File: config.mk
export PLATFORM = sky130hd
export DESIGN_NAME = muldiv_unit_flat
export DESIGN_NICKNAME = d
export VERILOG_FILES = /design/src/rtl/muldiv_unit_if.sv /design/src/rtl/muldiv_unit.sv /design/src/flat_wrapper.sv
export SDC_FILE = /design/constraint.sdc
export NUM_CORES = 1
export LEC_CHECK = 0
export CAP_MARGIN = 30
export CORE_UTILIZATION = 55
export DETAILED_ROUTE_END_ITERATION = 8
export PLACE_DENSITY_LB_ADDON = 0.05
export SYNTH_ARGS = -nofsm -noshare
export SYNTH_HDL_FRONTEND = slang
export SYNTH_SLANG_ARGS = --single-unit
export TNS_END_PERCENT = 10
File: constraint.sdc
create_clock -name clk -period 5.4 [get_ports clk]
set_clock_uncertainty 0.05 [all_clocks]
set_input_delay 1.08 -clock clk [delete_from_list [all_inputs] [get_ports clk]]
set_output_delay 1.08 -clock clk [all_outputs]
set_load 0.02 [all_outputs]
File: src/rtl/muldiv_unit_if.sv
// Core-side bundle for the HI/LO multiply/divide unit.
// Carries launch, MTHI/MTLO writes and the HI/LO read-back.
interface muldiv_unit_if #(
  parameter int DATA_W = 32
);
  logic              start;
  logic [1:0]        op;
  logic [DATA_W-1:0] rs_val;
  logic [DATA_W-1:0] rt_val;
  logic              hi_we;
  logic              lo_we;
  logic [DATA_W-1:0] wdata;
  logic              busy;
  logic              done;
  logic [DATA_W-1:0] hi;
  logic [DATA_W-1:0] lo;

  modport master (
    output start, op, rs_val, rt_val,
    output hi_we, lo_we, wdata,
    input  busy, done, hi, lo
  );

  modport slave (
    input  start, op, rs_val, rt_val,
    input  hi_we, lo_we, wdata,
    output busy, done, hi, lo
  );
endinterface

File: src/rtl/muldiv_unit.sv
// Iterative MULT/MULTU/DIV/DIVU unit owning HI/LO.
// Define MULDIV_FAST_MUL_EN for single-cycle multiplies.
module muldiv_unit #(
  parameter int DATA_W = 32
) (
  input logic         clk,
  input logic         reset,
  muldiv_unit_if.slave m
);
  localparam int W  = DATA_W;
  localparam int CW = $clog2(DATA_W + 1);

  typedef enum logic [1:0] {
    IDLE,
    RUN,
    FIX
  } state_t;

  state_t          state, state_n;
  logic [CW-1:0]   cnt;
  logic [2*W-1:0]  acc, acc_step;
  logic [2*W-1:0]  a_q, a_step;
  logic [W-1:0]    b_q, b_step;
  logic [W-1:0]    hi_q, lo_q;
  logic [W-1:0]    hi_fix, lo_fix;
  logic            is_div, neg_q, neg_r;
  logic            done_q;

  logic            sgn, sa, sb;
  logic [W-1:0]    mag_a, mag_b;
  logic            fast_go;
  logic [2*W-1:0]  start_acc;
  logic [W:0]      trial, diff;
  logic            fits;
  logic [2*W-1:0]  prod;
  logic [W-1:0]    quo, rem;

`ifdef MULDIV_FAST_MUL_EN
  logic [2*W-1:0]  fast_prod;
  assign fast_prod = {{W{1'b0}}, mag_a} * {{W{1'b0}}, mag_b};
  assign fast_go   = ~m.op[1];
  assign start_acc = fast_go ? fast_prod : '0;
`else
  assign fast_go   = 1'b0;
  assign start_acc = '0;
`endif

  always_comb begin
    sgn   = ~m.op[0];
    sa    = sgn & m.rs_val[W-1];
    sb    = sgn & m.rt_val[W-1];
    mag_a = sa ? -m.rs_val : m.rs_val;
    mag_b = sb ? -m.rt_val : m.rt_val;
  end

  always_ff @(posedge clk) begin
    if (reset) state <= IDLE;
    else       state <= state_n;
  end

  always_comb begin
    state_n = state;
    unique case (state)
      IDLE: if (m.start) state_n = fast_go ? FIX : RUN;
      RUN:  if (cnt == CW'(DATA_W - 1)) state_n = FIX;
      FIX:  state_n = IDLE;
      default: state_n = IDLE;
    endcase
  end

  // One step: shift-add for multiply, restoring trial subtract for divide
  always_comb begin
    trial  = {acc[2*W-1:W], a_q[W-1]};
    diff   = trial - {1'b0, b_q};
    fits   = trial >= {1'b0, b_q};
    a_step = a_q << 1;
    if (is_div) begin
      acc_step = {fits ? diff[W-1:0] : trial[W-1:0],
                  acc[W-2:0], fits};
      b_step   = b_q;
    end else begin
      acc_step = acc + (b_q[0] ? a_q : '0);
      b_step   = b_q >> 1;
    end
  end

  always_comb begin
    prod = neg_q ? -acc : acc;
    quo  = acc[W-1:0];
    rem  = acc[2*W-1:W];
    if (is_div) begin
      lo_fix = (b_q == '0) ? '1 : (neg_q ? -quo : quo);
      hi_fix = neg_r ? -rem : rem;
    end else begin
      hi_fix = prod[2*W-1:W];
      lo_fix = prod[W-1:0];
    end
  end

  always_ff @(posedge clk) begin
    if (reset) begin
      cnt    <= '0;
      acc    <= '0;
      a_q    <= '0;
      b_q    <= '0;
      hi_q   <= '0;
      lo_q   <= '0;
      is_div <= 1'b0;
      neg_q  <= 1'b0;
      neg_r  <= 1'b0;
      done_q <= 1'b0;
    end else begin
      done_q <= 1'b0;
      unique case (state)
        IDLE: begin
          if (m.start) begin
            is_div <= m.op[1];
            neg_q  <= sa ^ sb;
            neg_r  <= sa;
            a_q    <= {{W{1'b0}}, mag_a};
            b_q    <= mag_b;
            acc    <= start_acc;
            cnt    <= '0;
          end else begin
            if (m.hi_we) hi_q <= m.wdata;
            if (m.lo_we) lo_q <= m.wdata;
          end
        end
        RUN: begin
          acc <= acc_step;
          a_q <= a_step;
          b_q <= b_step;
          cnt <= cnt + CW'(1);
        end
        FIX: begin
          hi_q   <= hi_fix;
          lo_q   <= lo_fix;
          done_q <= 1'b1;
        end
        default: ;
      endcase
    end
  end

  assign m.busy = (state != IDLE);
  assign m.done = done_q;
  assign m.hi   = hi_q;
  assign m.lo   = lo_q;
endmodule

File: src/flat_wrapper.sv
// flat-port wrapper written by rule: the top's interface ports become plain ports
module muldiv_unit_flat 
#(
  parameter int DATA_W = 32
)
  (clk, reset, m_start, m_op, m_rs_val, m_rt_val, m_hi_we, m_lo_we, m_wdata, m_busy, m_done, m_hi, m_lo);
  muldiv_unit_if #(.DATA_W(DATA_W)) m_i ();
  input logic clk;
  input logic reset;
  input wire logic [$bits(m_i.start)-1:0] m_start;
  input wire logic [$bits(m_i.op)-1:0] m_op;
  input wire logic [$bits(m_i.rs_val)-1:0] m_rs_val;
  input wire logic [$bits(m_i.rt_val)-1:0] m_rt_val;
  input wire logic [$bits(m_i.hi_we)-1:0] m_hi_we;
  input wire logic [$bits(m_i.lo_we)-1:0] m_lo_we;
  input wire logic [$bits(m_i.wdata)-1:0] m_wdata;
  output wire logic [$bits(m_i.busy)-1:0] m_busy;
  output wire logic [$bits(m_i.done)-1:0] m_done;
  output wire logic [$bits(m_i.hi)-1:0] m_hi;
  output wire logic [$bits(m_i.lo)-1:0] m_lo;
  assign m_i.start = m_start;
  assign m_i.op = m_op;
  assign m_i.rs_val = m_rs_val;
  assign m_i.rt_val = m_rt_val;
  assign m_i.hi_we = m_hi_we;
  assign m_i.lo_we = m_lo_we;
  assign m_i.wdata = m_wdata;
  assign m_busy = m_i.busy;
  assign m_done = m_i.done;
  assign m_hi = m_i.hi;
  assign m_lo = m_i.lo;
  muldiv_unit #(.DATA_W(DATA_W)) u_core (.clk(clk), .reset(reset), .m(m_i));
endmodule
==> results of run 1 <==
[area by class of cell]
cell class	count	share of cell area (%)
clock inverters	11	0.703
multi-input cells	1955	59.9
well taps	442	2.61
inverters	75	1.33
repair buffers	206	9.47
flip-flops and latches	236	22.3
clock buffers	37	3.66
[per-layer routing]
layer  vias to the layer above  GRT usage (%)  routed length [µm]
li1                       9007              -                   -
met1                      8690           52.2               28000
met2                       855           51.8               24900
met3                        86           5.06                5660
met4                         0           8.73                1410
met5                         -              0                   0
[how the worst min path moves through the flow]
stage                                   endpoint  slack [ps]  cells after the start
finish               u_core.m.lo[4]$_SDFFE_PP0P_         400                      2
global route        u_core.m.lo[24]$_SDFFE_PP0P_         430                      2
CTS                 u_core.m.lo[22]$_SDFFE_PP0P_         410                      2
detailed placement  u_core.m.lo[22]$_SDFFE_PP0P_         400                      2
global placement    u_core.m.lo[10]$_SDFFE_PP0P_         390                      2
floorplan            u_core.a_q[32]$_SDFFE_PP0P_         390                      2
[placed cells by master (no fill, tap or decap), types with 26 or more instances in the layout]
| cell type | Yosys | routed |
|---|---|---|
| nand3_1 | 39 | 39 |
| o31ai_1 | 26 | 26 |
| mux2i_1 | 59 | 59 |
| o21ai_0 | 161 | 161 |
| a21o_1 | 60 | 60 |
| clkbuf_16 | 0 | 28 |
| inv_1 | 74 | 74 |
| a211oi_1 | 71 | 71 |
| clkdlybuf4s50_1 | 0 | 167 |
| nor2_1 | 225 | 222 |
| ha_1 | 101 | 101 |
| and2_1 | 70 | 70 |
| a22o_1 | 54 | 54 |
| o221ai_1 | 26 | 26 |
| nor3_1 | 56 | 54 |
| nand2_1 | 213 | 213 |
| a21oi_1 | 244 | 243 |
| nand4_1 | 27 | 27 |
| xnor2_1 | 115 | 115 |
| xor2_1 | 76 | 76 |
| or3_1 | 27 | 27 |
| dfxtp_1 | 236 | 235 |
| buf_4 | 0 | 35 |
| a22oi_1 | 49 | 49 |
[state kept, by name (all words and copies together) (netlist names)]
register / flops
u_core.a_q: 64
u_core.m.hi: 32
u_core.m.lo: 32
u_core.is_div: 1
u_core.acc: 64
u_core.neg_q: 1
u_core.neg_r: 1
u_core.cnt: 6
u_core.state: 2
u_core.b_q: 32
u_core.m.done: 1
[cells in the mapped netlist (10+ instances only)]
master and count:
a21oi_1 244, dfxtp_1 236, nor2_1 225, nand2_1 213, o21ai_0 161, clkbuf_1 134, xnor2_1 115, ha_1 101
xor2_1 76, inv_1 74, a211oi_1 71, and2_1 70, a21o_1 60, mux2i_1 59, nor3_1 56, a22o_1 54
a22oi_1 49, nand3_1 39, nand4_1 27, or3_1 27, o221ai_1 26, o31ai_1 26, a31oi_1 23, nor4_1 22
nand2b_1 20, buf_1 17, and3_1 16, o21bai_1 16, o211ai_1 14, o21a_1 14, or4_1 14, nor2b_1 13
a311oi_1 10, o41ai_1 10
[critical path: stages (launching register included)]
cell and delay [ps]:
dfxtp_1 700, and2_1 240, ha_1 180, inv_1 60, fa_1 370, nor2b_1 200, o2111ai_1 190, a2111o_1 430
a211oi_1 320, o21ai_0 180, a211oi_1 400, o21a_1 300, a21boi_0 260, or4_1 460, nand4_1 100
[stage by stage]
stage	instance area, µm²	utilization [%]	cells	hold WS, ps
6_report	21200	65.0	2962	403
5_1_grt	21200	65.0	2962	431
3_5_place_dp	20200	62.0	2911	398
3_3_place_gp	20200	61.9	2909	389
2_1_floorplan	18300	-	2423	389
4_1_cts	21200	64.8	2959	406
[where the power goes]
part | internal [mW] | leakage, nW | switching [mW]
clock network | 1.15 | 0.457 | 0.771
logic | 0.413 | 6.21 | 0.582
registers | 1.82 | 1.92 | 0.0781
[cell families (layout without fill, tap and decap cells)]
| group | Yosys count | after routing |
|---|---|---|
| buffers and inverters | 232 | 329 |
| muxes | 64 | 64 |
| DFF | 236 | 236 |
| AOI/OAI and AO/OA | 828 | 828 |
| adders and majority gates | 103 | 103 |
| xor gates and xnor gates | 191 | 191 |
| and+or+nand+nor | 769 | 769 |
==> impl_metrics.tcl, run 1 <==
set metrics [dict create \
    power_leakage_nw 8.59 \
    syn-cell-area_um2 18300 \
    fmax_mhz 222 \
    synth_edf_count 0 \
    drive_above_1_share_pct 4.84 \
    final.setup.tns_ps 0 \
    slew_headroom_pct 35.7 \
    final_hold_viol_count 0 \
    drc 0 \
    numCtsBuffers 28 \
    cts_num_sinks 236 \
    multi_input_area_um2 12700 \
    crit_type "reg -> reg" \
    chipWidth_um 184 \
    clk_pin_slew_ps 60 \
    grt_pass1_wl_mm 94.3 \
    grt_use_total_pct 34.9 \
    wl_per_cell_um 20.2 \
    dp_hpwl_mm 46.0 \
    drv_cap 0 \
    power_mw 4.81 \
    start_kind "register" \
    area_delta_synth_final_pct 16.1 \
    drtIter0Drc 1770 \
    final-max-slew-violation-count 0 \
    r2r-end "u_core.acc[54]$_SDFFE_PP0P_" \
    end_kind "register" \
    ys_seq_elements 236 \
    hold_path_class "reg -> reg" \
    io-pin-count 169 \
    gp_congestion 1.00 \
    synth_simple_gate_area_share_pct 20.0 \
    cts_resized 0 \
    ys_seq_area_share_pct 25.9 \
    cts_tree "done" \
    synth_compound_area_share_pct 29.4 \
    wl_mm 59.9 \
    die-area_um2 33900 \
    min_period_ps 4510 \
    fin_nets 2708 \
    arrival_ps 4960 \
    place_ws_ps 950 \
    r2r_cells 14 \
    grt_overflow_total 0 \
    min_from "u_core.m.lo[4]$_SDFFE_PP0P_" \
    firstDrtPassIters 7 \
    placementRows 66 \
    setup-violations-final 0 \
    cellPowerDensity_nw_per_um2 227 \
    post-cts-setup-buffers 0 \
    ys_types 67 \
    synth_mux_area_share_pct 3.54 \
    rsz0062_at_grt "false" \
    cts_max_level 1 \
    syn-instance-count 2423 \
    grt_max_degree 73 \
    status "finished, final reports clean" \
    synth_area_per_cell_um2 7.53 \
    synth_flop_cell "dfxtp_1" \
    ctsHoldBuffers 0 \
    final_antenna_net_count 0 \
    synth_area_leaders "dfxtp_1, ha_1, a21oi_1" \
    vias 18638 \
    ir_drop_mv 0.212 \
    required_ps 5850 \
    fin_ws_ps 890 \
    netlist.area_leader.share_pct 25.9 \
    insertion_delay_ps 560 \
    min_period_over_period_pct 83.5 \
    die_h_um 184 \
    clk_path_buf_depth 3 \
    critPathMaxFanout 27 \
    r2r_start "u_core.b_q[0]$_SDFFE_PP0P_" \
    initial_core_util_pct 56.0 \
    synth_xor_area_share_pct 9.17 \
    fillers 2909 \
    antenna_found_initial 0 \
    tightest_slew_ps 963 \
    crit_start "u_core.b_q[0]$_SDFFE_PP0P_" \
    root_buffer "clkbuf_16" \
    synth_top_family_by_area "compound AO/OA/AOI/OAI gates" \
    port_buffers 168 \
    async_reset_ff_share_pct 0 \
    core_area_um2 32600 \
    seq_area_um2 4730 \
    synth-adder-area-share_pct 7.14 \
    regToRegSetupSlack_ps 890 \
    grt_pass1_vias 16978 \
    netlist.top_cell.by_area "dfxtp_1" \
    endpoint "u_core.acc[54]$_SDFFE_PP0P_" \
    yosys_warnings 0 \
    viasPerCell 6.29 \
    syn_nets 2629 \
    diodes 0 \
]
No activity file was read; power rests on OpenSTA's default activity.
==> run 2: changes to the inputs <==
CORE_UTILIZATION = 54   (was 55)
clock period = 3.75 ns   (was 5.4 ns; I/O delays follow)
==> impl_metrics.tcl, run 2 (synthesis gave the netlist of run 1 again) <==
set metrics [dict create \
    status "finished, final reports clean" \
    hold_path_class "reg -> reg" \
    worst_path_most_repeated_cell "a221oi_2" \
    die_h_um 186 \
    grt_use_total_pct 34.8 \
    dp_hpwl_mm 47.6 \
    final.setup.tns_ps 0 \
    rsz0062_at_grt "true" \
    cp_top_family "compound AO/OA/AOI/OAI gates" \
    min_period_ps 3730 \
    fin_ws_ps 17.5 \
    stdcell_count 3066 \
    final-max-slew-violation-count 0 \
    postLayoutCoreUtil_pct 67.5 \
    area_delta_synth_final_pct 21.6 \
    r2r_start "u_core.b_q[0]$_SDFFE_PP0P_" \
    whs_ps 401 \
    vias 19117 \
    firstDrtPassIters 7 \
    min_period_over_period_pct 99.5 \
    top_regs "u_core.a_q: 64 flops, u_core.acc: 64 flops" \
    dp.cells 3016 \
    ir_drop_mv 0.327 \
    crit_start "u_core.b_q[0]$_SDFFE_PP0P_" \
    power_mw 7.05 \
    port_buffers 168 \
    regToRegSetupSlack_ps 20 \
    clk_pin_slew_ps 60 \
    core_area_um2 32900 \
    drv_cap 0 \
    antenna_found_initial 0 \
    final_common_cell "a21oi_1" \
    crit_cells 14 \
    drtIter0Drc 1748 \
    cellPowerDensity_nw_per_um2 318 \
    viasPerCell 6.24 \
    min_from "u_core.m.lo[24]$_SDFFE_PP0P_" \
    required_ps 4110 \
    diodes 0 \
    drive_above_1_share_pct 9.76 \
    critPathMaxFanout 43 \
    grt_overflow_total 0 \
    fin_area_um2 22200 \
    fin_nets 2810 \
    r2r-end "u_core.acc[62]$_SDFFE_PP0P_" \
    placementRows 66 \
    wl_per_cell_um 20.0 \
    power_leakage_nw 9.15 \
    clk_path_buf_depth 3 \
    slew_headroom_pct 39.5 \
    end_kind "register" \
    drc 0 \
    cp_slowest_stage_delay_ps 380 \
    cts_max_level 1 \
    place_ws_ps -177 \
    grt_max_degree 98 \
    grt_pass1_wl_mm 95.7 \
    chipWidth_um 186 \
    die-area_um2 34500 \
    final_cell_mix "a21oi_1, dfxtp_1, nor2_1" \
    ctsHoldBuffers 0 \
    numCtsBuffers 27 \
    setup-violations-final 0 \
    cts_num_sinks 236 \
    final_antenna_net_count 0 \
    post-cts-setup-buffers 0 \
    initial_core_util_pct 55.5 \
    start_kind "register" \
    grt_pass1_vias 17609 \
    io-pin-count 169 \
    cts_tree "done" \
    path_buf_inv 2 \
    root_buffer "clkbuf_16" \
    place_area_um2 21000 \
    insertion_delay_ps 560 \
    crit_chain "buf_12 -> buf_16 -> and2_1 -> ha_1 -> a21oi_1 -> o21ai_0 -> a221oi_2 -> nor2b_1 -> o41ai_2 -> o221ai_2 -> a221oi_2 -> a21bo_2 -> xnor2_1 -> o211ai_1" \
    wl_mm 61.4 \
    crit_type "reg -> reg" \
    tightest_slew_ps 905 \
    final_hold_viol_count 0 \
    cp_slowest_cell "o41ai_2" \
    endpoint "u_core.acc[62]$_SDFFE_PP0P_" \
    gp_congestion 1.02 \
    arrival_ps 4090 \
    fmax_mhz 268 \
    r2r_cells 14 \
]
-- run 2: worst register-to-register path, cell delays in order, from the launching register on --
cell and delay, ps:
dfxtp_4 360, buf_12 140, buf_16 170, and2_1 190, ha_1 340, a21oi_1 190, o21ai_0 220, a221oi_2 360
nor2b_1 110, o41ai_2 380, o221ai_2 240, a221oi_2 340, a21bo_2 270, xnor2_1 130, o211ai_1 100
-- run 2: power by group --
| group | switching, mW | internal, mW |
|---|---|---|
| Clock | 1.11 | 1.70 |
| Combinational | 0.876 | 0.637 |
| Sequential | 0.101 | 2.61 |
| Total | 2.09 | 4.96 |
-- run 2: per-layer routing --
| metal | global-route usage (%) | vias up | part of all wire, % |
|---|---|---|---|
| li1 | - | 9236 | - |
| met1 | 50.9 | 8931 | 46 |
| met2 | 52.8 | 854 | 42 |
| met3 | 5.22 | 96 | 9.4 |
| met4 | 9.21 | 0 | 2.4 |
| met5 | 0 | - | 0 |
-- run 2: worst min path at each step --
stage | to | cells past startpoint
2_1_floorplan | u_core.a_q[32]$_SDFFE_PP0P_ | 2
5_1_grt | u_core.m.lo[16]$_SDFFE_PP0P_ | 2
4_1_cts | u_core.m.lo[20]$_SDFFE_PP0P_ | 2
6_report | u_core.m.lo[24]$_SDFFE_PP0P_ | 2
3_5_place_dp | u_core.m.lo[20]$_SDFFE_PP0P_ | 2
3_3_place_gp | u_core.m.lo[17]$_SDFFE_PP0P_ | 2
-- run 2: final cells by class --
class                           instances  area [µm²]
Clock inverter                         12         188
Inverter                               75         282
Fill cell                            2907       10700
Tap cell                              442         553
Clock buffer                           37         763
Timing Repair Buffer                  309        2820
Sequential cell                       236        4730
Multi-Input combinational cell       1955       12900
-- run 2: what timing repair did --
item                                    4_1_cts  5_1_grt
endpoints found under the setup margin        9       28
endpoints found under the hold margin         0        0
pin swaps                                     4        9
cloned                                        0        1
gates resized for setup                       9       35
